==> config.mk <==
export PLATFORM = sky130hd
export DESIGN_NAME = spm_seq_ctrl
export DESIGN_NICKNAME = d
export VERILOG_FILES = /design/src/rtl/spm_pkg.sv /design/src/rtl/spm_ser_shift.sv /design/src/rtl/spm_seq_ctrl.sv
export SDC_FILE = /design/constraint.sdc
export NUM_CORES = 1
export LEC_CHECK = 0
export BUFFER_PORTS_ARGS = -buffer_cell sky130_fd_sc_hd__clkbuf_2
export CORE_UTILIZATION = 55
export CTS_BUF_LIST = sky130_fd_sc_hd__clkbuf_4 sky130_fd_sc_hd__clkbuf_8
export DETAILED_ROUTE_END_ITERATION = 10
export PLACE_DENSITY = 0.82
export SETUP_SLACK_MARGIN = 0.1
export SYNTH_ARGS = -nofsm -noshare
export SYNTH_HDL_FRONTEND = slang
export SYNTH_SLANG_ARGS = --single-unit
==> constraint.sdc <==
create_clock -name clk -period 2.11 [get_ports clk]
set_clock_uncertainty 0.05 [all_clocks]
set_input_delay 0.422 -clock clk [delete_from_list [all_inputs] [get_ports clk]]
set_output_delay 0.422 -clock clk [all_outputs]
set_load 0.03 [all_outputs]
==> src/rtl/spm_pkg.sv <==
`default_nettype none
// ============================================================================
//  Module   : spm_pkg
//  Brief    : Shared types and sizing helpers for the spm sequencer.
//  Revision : 1.0 - initial release
// ============================================================================
package spm_pkg;

  // Sequencer states; ST_ prefix keeps the literals clear of parameter names
  typedef enum logic [2:0] {
    ST_IDLE  = 3'd0,
    ST_RUN   = 3'd1,
    ST_TAIL  = 3'd2,
    ST_FLUSH = 3'd3,
    ST_DONE  = 3'd4
  } spm_state_e;

  // Counter width able to hold the full operation length 2W+P_LAT+FLUSH
  function automatic int spm_cnt_w(input int w, input int p_lat, input int flush);
    return $clog2(2 * w + p_lat + flush + 1);
  endfunction

endpackage
`default_nettype wire

==> src/rtl/spm_ser_shift.sv <==
`default_nettype none
// ============================================================================
//  Module   : spm_ser_shift
//  Brief    : W-bit shift register with parallel load, arithmetic right shift
//             and serial-in-at-MSB modes (priority in that order).
//  Revision : 1.0 - initial release
// ============================================================================
module spm_ser_shift #(
  parameter int W = 8
) (
  input  logic         clk,
  input  logic         rst,
  input  logic         i_load,
  input  logic [W-1:0] i_load_val,
  input  logic         i_asr,
  input  logic         i_sin_en,
  input  logic         i_sin,
  output logic [W-1:0] o_q
);

  logic [W-1:0] r_q;

  // Shift/load register; load wins over shifting, shifting over serial-in
  always_ff @(posedge clk or negedge rst) begin
    if (!rst) begin
      r_q <= '0;
    end else if (i_load) begin
      r_q <= i_load_val;
    end else if (i_asr) begin
      r_q <= {r_q[W-1], r_q[W-1:1]};
    end else if (i_sin_en) begin
      r_q <= {i_sin, r_q[W-1:1]};
    end
  end

  assign o_q = r_q;

endmodule
`default_nettype wire

==> src/rtl/spm_seq_ctrl.sv <==
`default_nettype none
// ============================================================================
//  Module   : spm_seq_ctrl
//  Brief    : Sequencer for a serial-parallel multiplier array. Accepts a
//             signed (x, y) pair, streams y LSB-first (sign-extended to 2W
//             bits) against a held x, collects the serial product and returns
//             the exact 2W-bit signed product on a valid/ready port.
//  Revision : 1.0 - initial release
// ============================================================================
module spm_seq_ctrl #(
  parameter int W     = 8,
  parameter int P_LAT = 1,
  parameter int FLUSH = W
) (
  input  logic           clk,
  input  logic           rst,
  input  logic           in_valid,
  output logic           in_ready,
  input  logic [W-1:0]   in_x,
  input  logic [W-1:0]   in_y,
  output logic [W-1:0]   spm_x,
  output logic           spm_y,
  input  logic           spm_p,
  output logic           out_valid,
  input  logic           out_ready,
  output logic [2*W-1:0] out_prod,
  output logic           busy
);

  import spm_pkg::*;

  localparam int CW = spm_cnt_w(W, P_LAT, FLUSH);

  // Terminal counts on the single operation counter (cnt = cycles since accept)
  localparam logic [CW-1:0] c_run_last   = CW'(2 * W - 1);
  localparam logic [CW-1:0] c_tail_last  = CW'(2 * W + P_LAT - 1);
  localparam logic [CW-1:0] c_flush_last = CW'(2 * W + P_LAT + FLUSH);
  localparam logic [CW-1:0] c_cap_first  = CW'(P_LAT);

  spm_state_e       r_state;
  logic [CW-1:0]    r_cnt;
  logic             r_in_ready;
  logic             r_out_valid;
  logic [2*W-1:0]   r_out_prod;
  logic [W-1:0]     r_spm_x;
  logic             r_ydrv;
  logic             r_busy;

  logic             w_accept;
  logic             w_cap;
  logic [W-1:0]     w_y_q;
  logic [2*W-1:0]   w_prod_q;
  logic             w_unused_y;

  assign w_accept = (r_state == ST_IDLE) && in_valid;

  // Product bit k arrives P_LAT cycles after y bit k was driven, so capture
  // starts P_LAT cycles into RUN and continues through TAIL.
  generate
    if (P_LAT == 0) begin : g_cap_nolat
      assign w_cap = (r_state == ST_RUN);
    end else begin : g_cap_lat
      assign w_cap = ((r_state == ST_RUN) && (r_cnt >= c_cap_first)) ||
                     (r_state == ST_TAIL);
    end
  endgenerate

  // y register: arithmetic shift keeps feeding the sign bit once y is exhausted
  spm_ser_shift #(.W(W)) u_y_sh (
    .clk        (clk),
    .rst        (rst),
    .i_load     (w_accept),
    .i_load_val (in_y),
    .i_asr      (r_state == ST_RUN),
    .i_sin_en   (1'b0),
    .i_sin      (1'b0),
    .o_q        (w_y_q)
  );

  // Product register: serial bits enter at the MSB, so bit 0 ends at the LSB
  spm_ser_shift #(.W(2 * W)) u_prod_sh (
    .clk        (clk),
    .rst        (rst),
    .i_load     (w_accept),
    .i_load_val ('0),
    .i_asr      (1'b0),
    .i_sin_en   (w_cap),
    .i_sin      (spm_p),
    .o_q        (w_prod_q)
  );

  // Only the serial end of the y register feeds the array
  assign w_unused_y = ^w_y_q[W-1:1];

  // Sequencer FSM with operation counter and registered handshake outputs.
  // FLUSH holds through its terminal count, one cycle beyond the drain
  // length, which yields a handshake-to-valid latency of 2W+P_LAT+FLUSH+1.
  always_ff @(posedge clk or negedge rst) begin
    if (!rst) begin
      r_state     <= ST_IDLE;
      r_cnt       <= '0;
      r_in_ready  <= 1'b1;
      r_out_valid <= 1'b0;
      r_out_prod  <= '0;
      r_spm_x     <= '0;
      r_ydrv      <= 1'b0;
      r_busy      <= 1'b0;
    end else begin
      case (r_state)
        ST_IDLE: begin
          if (in_valid) begin
            r_state    <= ST_RUN;
            r_cnt      <= '0;
            r_spm_x    <= in_x;
            r_ydrv     <= 1'b1;
            r_in_ready <= 1'b0;
            r_busy     <= 1'b1;
          end
        end
        ST_RUN: begin
          r_cnt <= r_cnt + CW'(1);
          if (r_cnt == c_run_last) begin
            if (P_LAT == 0) begin
              r_state <= ST_FLUSH;
              r_spm_x <= '0;
              r_ydrv  <= 1'b0;
            end else begin
              r_state <= ST_TAIL;
            end
          end
        end
        ST_TAIL: begin
          r_cnt <= r_cnt + CW'(1);
          if (r_cnt == c_tail_last) begin
            r_state <= ST_FLUSH;
            r_spm_x <= '0;
            r_ydrv  <= 1'b0;
          end
        end
        ST_FLUSH: begin
          if (r_cnt == c_flush_last) begin
            r_state     <= ST_DONE;
            r_cnt       <= '0;
            r_out_valid <= 1'b1;
            r_out_prod  <= w_prod_q;
          end else begin
            r_cnt <= r_cnt + CW'(1);
          end
        end
        ST_DONE: begin
          if (out_ready) begin
            r_state     <= ST_IDLE;
            r_out_valid <= 1'b0;
            r_in_ready  <= 1'b1;
            r_busy      <= 1'b0;
          end
        end
        default: begin
          r_state     <= ST_IDLE;
          r_cnt       <= '0;
          r_in_ready  <= 1'b1;
          r_out_valid <= 1'b0;
          r_spm_x     <= '0;
          r_ydrv      <= 1'b0;
          r_busy      <= 1'b0;
        end
      endcase
    end
  end

  assign in_ready  = r_in_ready;
  assign out_valid = r_out_valid;
  assign out_prod  = r_out_prod;
  assign spm_x     = r_spm_x;
  assign spm_y     = r_ydrv & w_y_q[0];
  assign busy      = r_busy;

endmodule
`default_nettype wire

; ---- Yosys cells after proc, flatten, opt, wreduce, memory -nomap -nowiden
; Cells that the tools add are included.
; W data, S select, Z words.
[classes]
muxes = 26
n_reduce_logical = 16
magnitude_cmp = 1
eq_ne = 12
bitwise = 5
n_addsub = 1
[ops]
columns = cell, n
row1 = $mux W16, 2
row2 = $mux W8, 3
row3 = $pmux W8 S3, 1
row4 = $pmux W5 S4, 1
row5 = $mux W3, 5
row6 = $pmux W3 S5, 1
row7 = $pmux W1 S3, 4
row8 = $eq A5 B5 Y1 const B, 2
row9 = $mux W5, 2
row10 = $reduce_and A3 Y1, 3
row11 = $reduce_or A3 Y1, 3
row12 = $ne A2 B2 Y1 const B, 4
row13 = $mux W7, 1
row14 = $eq A3 B2 Y1 const B, 2
row15 = $mux W1, 6
row16 = $add A5 B1 Y5 const B, 1
row17 = $eq A5 B4 Y1 const B, 1
row18 = $ge A5 B1 Y1 const B, 1
row19 = $reduce_and A5 Y1, 1
row20 = $not A1 Y1, 4
row21 = $reduce_and A2 Y1, 2
row22 = $reduce_bool A2 Y1, 2
row23 = $eq A3 B1 Y1 const B, 1
row24 = $eq A3 B3 Y1 const B, 1
row25 = other kinds (6), 7
[totals]
ff_bits = 60
out_inout_bits = 28
wordCells = 72

; ---- Longest topological paths before layout
[depth]
depth_word = 5
ltp_mapped = 7
depth_no_buf = 6

; ---- Modules after synthesis
; Synthesis repeated with hierarchy kept, for this count alone.
[hier_totals]
hier_cells = 246
area_unflattened_um2 = 2956.6
[modules_own_cells]
columns = mod, instances, area_per_inst_um2, cells_each, seq_area_each_um2
row1 = spm_seq_ctrl, 1, 1629.1, 132, 902.1
row2 = spm_ser_shift (u_prod_sh), 1, 875.8, 76, 400.4
row3 = spm_ser_shift (u_y_sh), 1, 451.7, 38, 200.2

; ---- Worst setup path before layout
; No wires, ideal clock.
[synth_timing]
path_type = register to register
start = register r_cnt[1]
end = register u_prod_sh.r_q[15] (netlist: u_prod_sh.o_q[15])
setup_time_ps = 125
required_time_ps = 1935
stages_incl_launch_ff = 7
path_buffers = 0
setup_slack_ps = 248
arrival_time_ps = 1687
cell_sequence = dfrtp_1 -> inv_1 -> ha_1 -> nor4_1 -> a31oi_2 -> a31oi_4 -> mux2_2
[synth_via]
elab_chain_len = 4
[synth_rtl]
columns = item, line
row1 = "start, declared", spm_seq_ctrl.sv:41  ; logic [CW-1:0] r_cnt;
row2 = "start signal, assigned", spm_seq_ctrl.sv:121  ; r_cnt <= r_cnt + CW'(1);
row3 = "start signal, assigned", spm_seq_ctrl.sv:133  ; r_cnt <= r_cnt + CW'(1);
row4 = "start signal, assigned", spm_seq_ctrl.sv:147  ; r_cnt <= r_cnt + CW'(1);
row5 = $ge A5 B1 Y1, spm_seq_ctrl.sv:63  ; assign w_cap = ((r_state == ST_RUN) && (r_cnt >= c_cap_first)) ||
row6 = $logic_and A1 B1 Y1, spm_seq_ctrl.sv:63
row7 = $logic_or A1 B1 Y1, spm_seq_ctrl.sv:63
row8 = $reduce_bool A2 Y1 (no source line), -
row9 = "end signal, assigned", spm_ser_shift.sv:28  ; r_q <= i_load_val;
row10 = "end signal, assigned", spm_ser_shift.sv:30  ; r_q <= {r_q[W-1], r_q[W-1:1]};
row11 = "end signal, assigned", spm_ser_shift.sv:32  ; r_q <= {i_sin, r_q[W-1:1]};
row12 = "end, declared", spm_ser_shift.sv:21  ; logic [W-1:0] r_q;
; No other way between the ends.
; A chain may end at the register's enable or synchronous reset.

; ---- Final worst setup path
[layout_timing]
start = register r_cnt[1]
end = register u_prod_sh.r_q[12] (netlist: u_prod_sh.o_q[12])
; The elaborated chain is that of the path after synthesis.

==> summary.txt <==
DIE
------------------------------------------------------------------------------------
CORE AREA                                                                0.00447 mm2
FP Rows                                                                           24
Chip height                                                                  71.3 um
# IOs                                                                             49
Die width                                                                    71.3 um
Die area                                                                 0.00509 mm2
Starting density of the core                                                   59.1%

SYNTHESIS
------------------------------------------------------------------------------------
Yosys synthesis warning count                                                      0
Post-synth cell types                                                             37
Most common cell in the netlist                                         sky130_fd_sc_hd__dfrtp_1
Cell taking the most area after synthesis                               sky130_fd_sc_hd__dfrtp_1
Main flop type after synthesis                                          sky130_fd_sc_hd__dfrtp_1
Cells after Synth                                                                236
Area contributors post-synth                                            sky130_fd_sc_hd__dfrtp_1 (56%), sky130_fd_sc_hd__nand2_1 (7.0%), sky130_fd_sc_hd__mux2_2 (6.8%)
Cell area after technology mapping                                       0.00264 mm2
Number of synthesized flops with an enable pin                                     0
Post-synth net total                                                             261
Number of storage elements in the synthesis netlist                               60
Proportion of synthesized flip-flops having asynchronous set or reset           100%
Mean post-synth cell area                                                   11.2 um2
Most frequent cells after synthesis                                     sky130_fd_sc_hd__dfrtp_1 (59), sky130_fd_sc_hd__nand2_1 (49), sky130_fd_sc_hd__mux2_2 (16)
Sequential fraction of the synthesis area                                      56.9%
Area share of the largest cell type after synthesis                            55.9%

POWER AND IR DROP
------------------------------------------------------------------------------------
P_leak                                                                       1.64 nW
Psw                                                                          2.02 mW
Sequential fraction of design power                                            38.7%
PD cells                                                                 1620 mW/mm2
Clock power frac                                                               20.6%
Total power draw                                                             5.16 mW
Internal cell power                                                          3.14 mW
Worst vdd rail ir drop                                                      0.829 mV
Gate power share                                                               40.7%
Switching Fraction                                                             39.1%

TIMING
------------------------------------------------------------------------------------
Setup repair after global routing missed its margin                               no
Pin slew with the least headroom to its limit                               0.471 ns
Max Slew Vio Count                                                                 0
Final count of negative-setup-slack endpoints                                      0
Achievable frequency                                                         529 MHz
Hold violation count in the final report                                           0
Final Hold Slack                                                            0.241 ns
Crit path setup slack, layout                                               0.221 ns
Worst slew margin relative to its limit                                        68.6%
Sum of negative setup slack                                                     0 ns
Part of the cycle the worst path needs                                         89.5%
Minimum clock period after layout                                            1.89 ns

DRT
------------------------------------------------------------------------------------
Detailed Route WL                                                            5.11 mm
Number of vias per cell                                                         5.50
Post-detailed-route count of antenna-violating nets                                0
Drt drc                                                                            2
Iteration-0 DRC Markers                                                          168
Drt first pass iters                                                               7
DR vias                                                                         1931
Average wire length per cell after detail routing                            14.6 um

FINISH
------------------------------------------------------------------------------------
Synthesis-to-finish area growth                                                20.4%
Filler-free cell count of the finished design                                    351
Fraction of layout instances using a drive strength above 1                    31.8%
Antenna diode count                                                                0
Net count, final                                                                 319
Layout Cell Area excl Fill                                               0.00318 mm2
Post-Route Utilization                                                         71.1%

CLOCK TREE
------------------------------------------------------------------------------------
Clock Sinks                                                                       60
Setup Buffers After CTS                                                            0
TritonCTS clock tree                                                            done
Root Buffer                                                             sky130_fd_sc_hd__clkbuf_8
Clock buffer depth                                                                 2
Deepest level of the CTS H-tree                                                    3
CTS buffer count                                                                   9
CTS clock-pin slew for the worst setup and hold paths                        0.07 ns
Clk_lat worst skew                                                           0.33 ns

PLACE
------------------------------------------------------------------------------------
Port Buffers                                                                      48
Worst-case setup slack after placement                                      0.152 ns
Post-place instance area                                                 0.00296 mm2
RePlAce Congestion                                                             0.801
Placed instance count                                                            334
HPWL Detailed                                                                3.55 mm

CRITICAL PATH
------------------------------------------------------------------------------------
Worst setup path category                                               flop to flop
Critical path data arrival time                                              2.09 ns
Critical path launch point type                                                 flop
Type of element capturing the critical path                                     flop
Reg2Reg Setup Slack                                                          0.22 ns
Peak fanout along the critical path                                               15
Required time of the critical path                                           2.31 ns

GLOBAL ROUTE
------------------------------------------------------------------------------------
Maximum number of pins on one net before global-route repair                      45
Wire length of the first global-routing pass                                 8.93 mm
Initial antenna violation count                                                    0
Global route total overflow                                                        0
Via count of the first global-routing pass                                      1912
Total Routing Usage GR                                                         23.2%

RUN STATUS
------------------------------------------------------------------------------------
Outcome                                                                 finished with violations
Violations in the final reports                                         design-rule violations

MIN PATH
------------------------------------------------------------------------------------
Class of the tightest hold or removal check                             input port to flop

JOB
------------------------------------------------------------------------------------
Number of violations of the max-capacitance limit                                  0

## critical path: stages, from the launching register on
cell and delay (ns):
sky130_fd_sc_hd__dfrtp_1 0.41, sky130_fd_sc_hd__inv_1 0.08, sky130_fd_sc_hd__ha_1 0.20, sky130_fd_sc_hd__nor4_1 0.28, sky130_fd_sc_hd__a31oi_2 0.15, sky130_fd_sc_hd__a31oi_4 0.18, sky130_fd_sc_hd__buf_6 0.23, sky130_fd_sc_hd__mux2i_1 0.22
## layout by cell type, fill, tap and decap left out, types with 5 or more instances in the layout
master                     netlist  layout
sky130_fd_sc_hd__dfrtp_1        59      59
sky130_fd_sc_hd__nand2_1        49      49
sky130_fd_sc_hd__clkbuf_2        0      48
sky130_fd_sc_hd__mux2_2         16      16
sky130_fd_sc_hd__o21ai_0        15      15
sky130_fd_sc_hd__mux2i_1        15      15
sky130_fd_sc_hd__nor2_1         11      11
sky130_fd_sc_hd__clkbuf_8        0      11
sky130_fd_sc_hd__a22oi_1        10      10
sky130_fd_sc_hd__buf_4           1       8
sky130_fd_sc_hd__inv_1           7       7
sky130_fd_sc_hd__a31oi_1         5       5
## worst paths after layout
kind	startpoint	cells past startpoint	to
worst max-delay path	r_cnt[1]	7	u_prod_sh.o_q[12]
worst min-delay path	in_y[7]	3	u_y_sh.o_q[7]
worst max register to register	r_cnt[1]	7	u_prod_sh.o_q[12]
worst min register to register	in_ready	2	in_ready
max in group asynchronous	rst	3	u_prod_sh.o_q[6]
min in group asynchronous	rst	2	out_prod[10]
## kinds of logic after synthesis
logic type,count (synthesis),share of synthesized area [%]
mux,32,13.4
flops,60,56.9
fa+ha+maj,4,1.89
buf+inv,20,3.98
compound gates,40,10.1
simple gates,78,13.2
xor+xnor,2,0.663
## sequential cells by signal, summed over array words and instances (netlist names), 3 cells and up
signal	flops
out_prod	16
spm_x	8
u_prod_sh.o_q	16
u_y_sh.o_q	8
r_cnt	5
r_state	3
## final cells by class
type	count	area [um2]
clock buffer	12	159
clock inverter	4	47.5
fill	316	1290
inverter	8	30.0
multi-input combinational	156	1030
sequential	60	1500
tap	52	65.1
timing repair buffer	59	342
## layer usage
layer / routed length, um / vias to the layer above / GRT usage [%]
li1: - / 930 / -
met1: 2330 / 947 / 31.2
met2: 2500 / 43 / 35.6
met3: 164 / 11 / 4.50
met4: 125 / 0 / 13.3
met5: 0 / - / 0
## power by group through the flow
stage / Combinational [mW] / Sequential (mW) / Clock [mW]
3_3_place_gp: 2.02 / 1.98 / 0
5_1_grt: 2.31 / 2.07 / 1.13
4_1_cts: 2.11 / 2.00 / 1.08
6_report: 2.10 / 2.00 / 1.06
3_5_place_dp: 2.11 / 2.01 / 0
2_1_floorplan: 1.31 / 2.29 / 0
## what timing repair did
item                                    CTS  global route
hold buffers                              1             0
hold endpoints to repair                 15             0
endpoints found under the setup margin    0            14
gates resized for setup                   0             1
(Power assumes the default switching activity.)
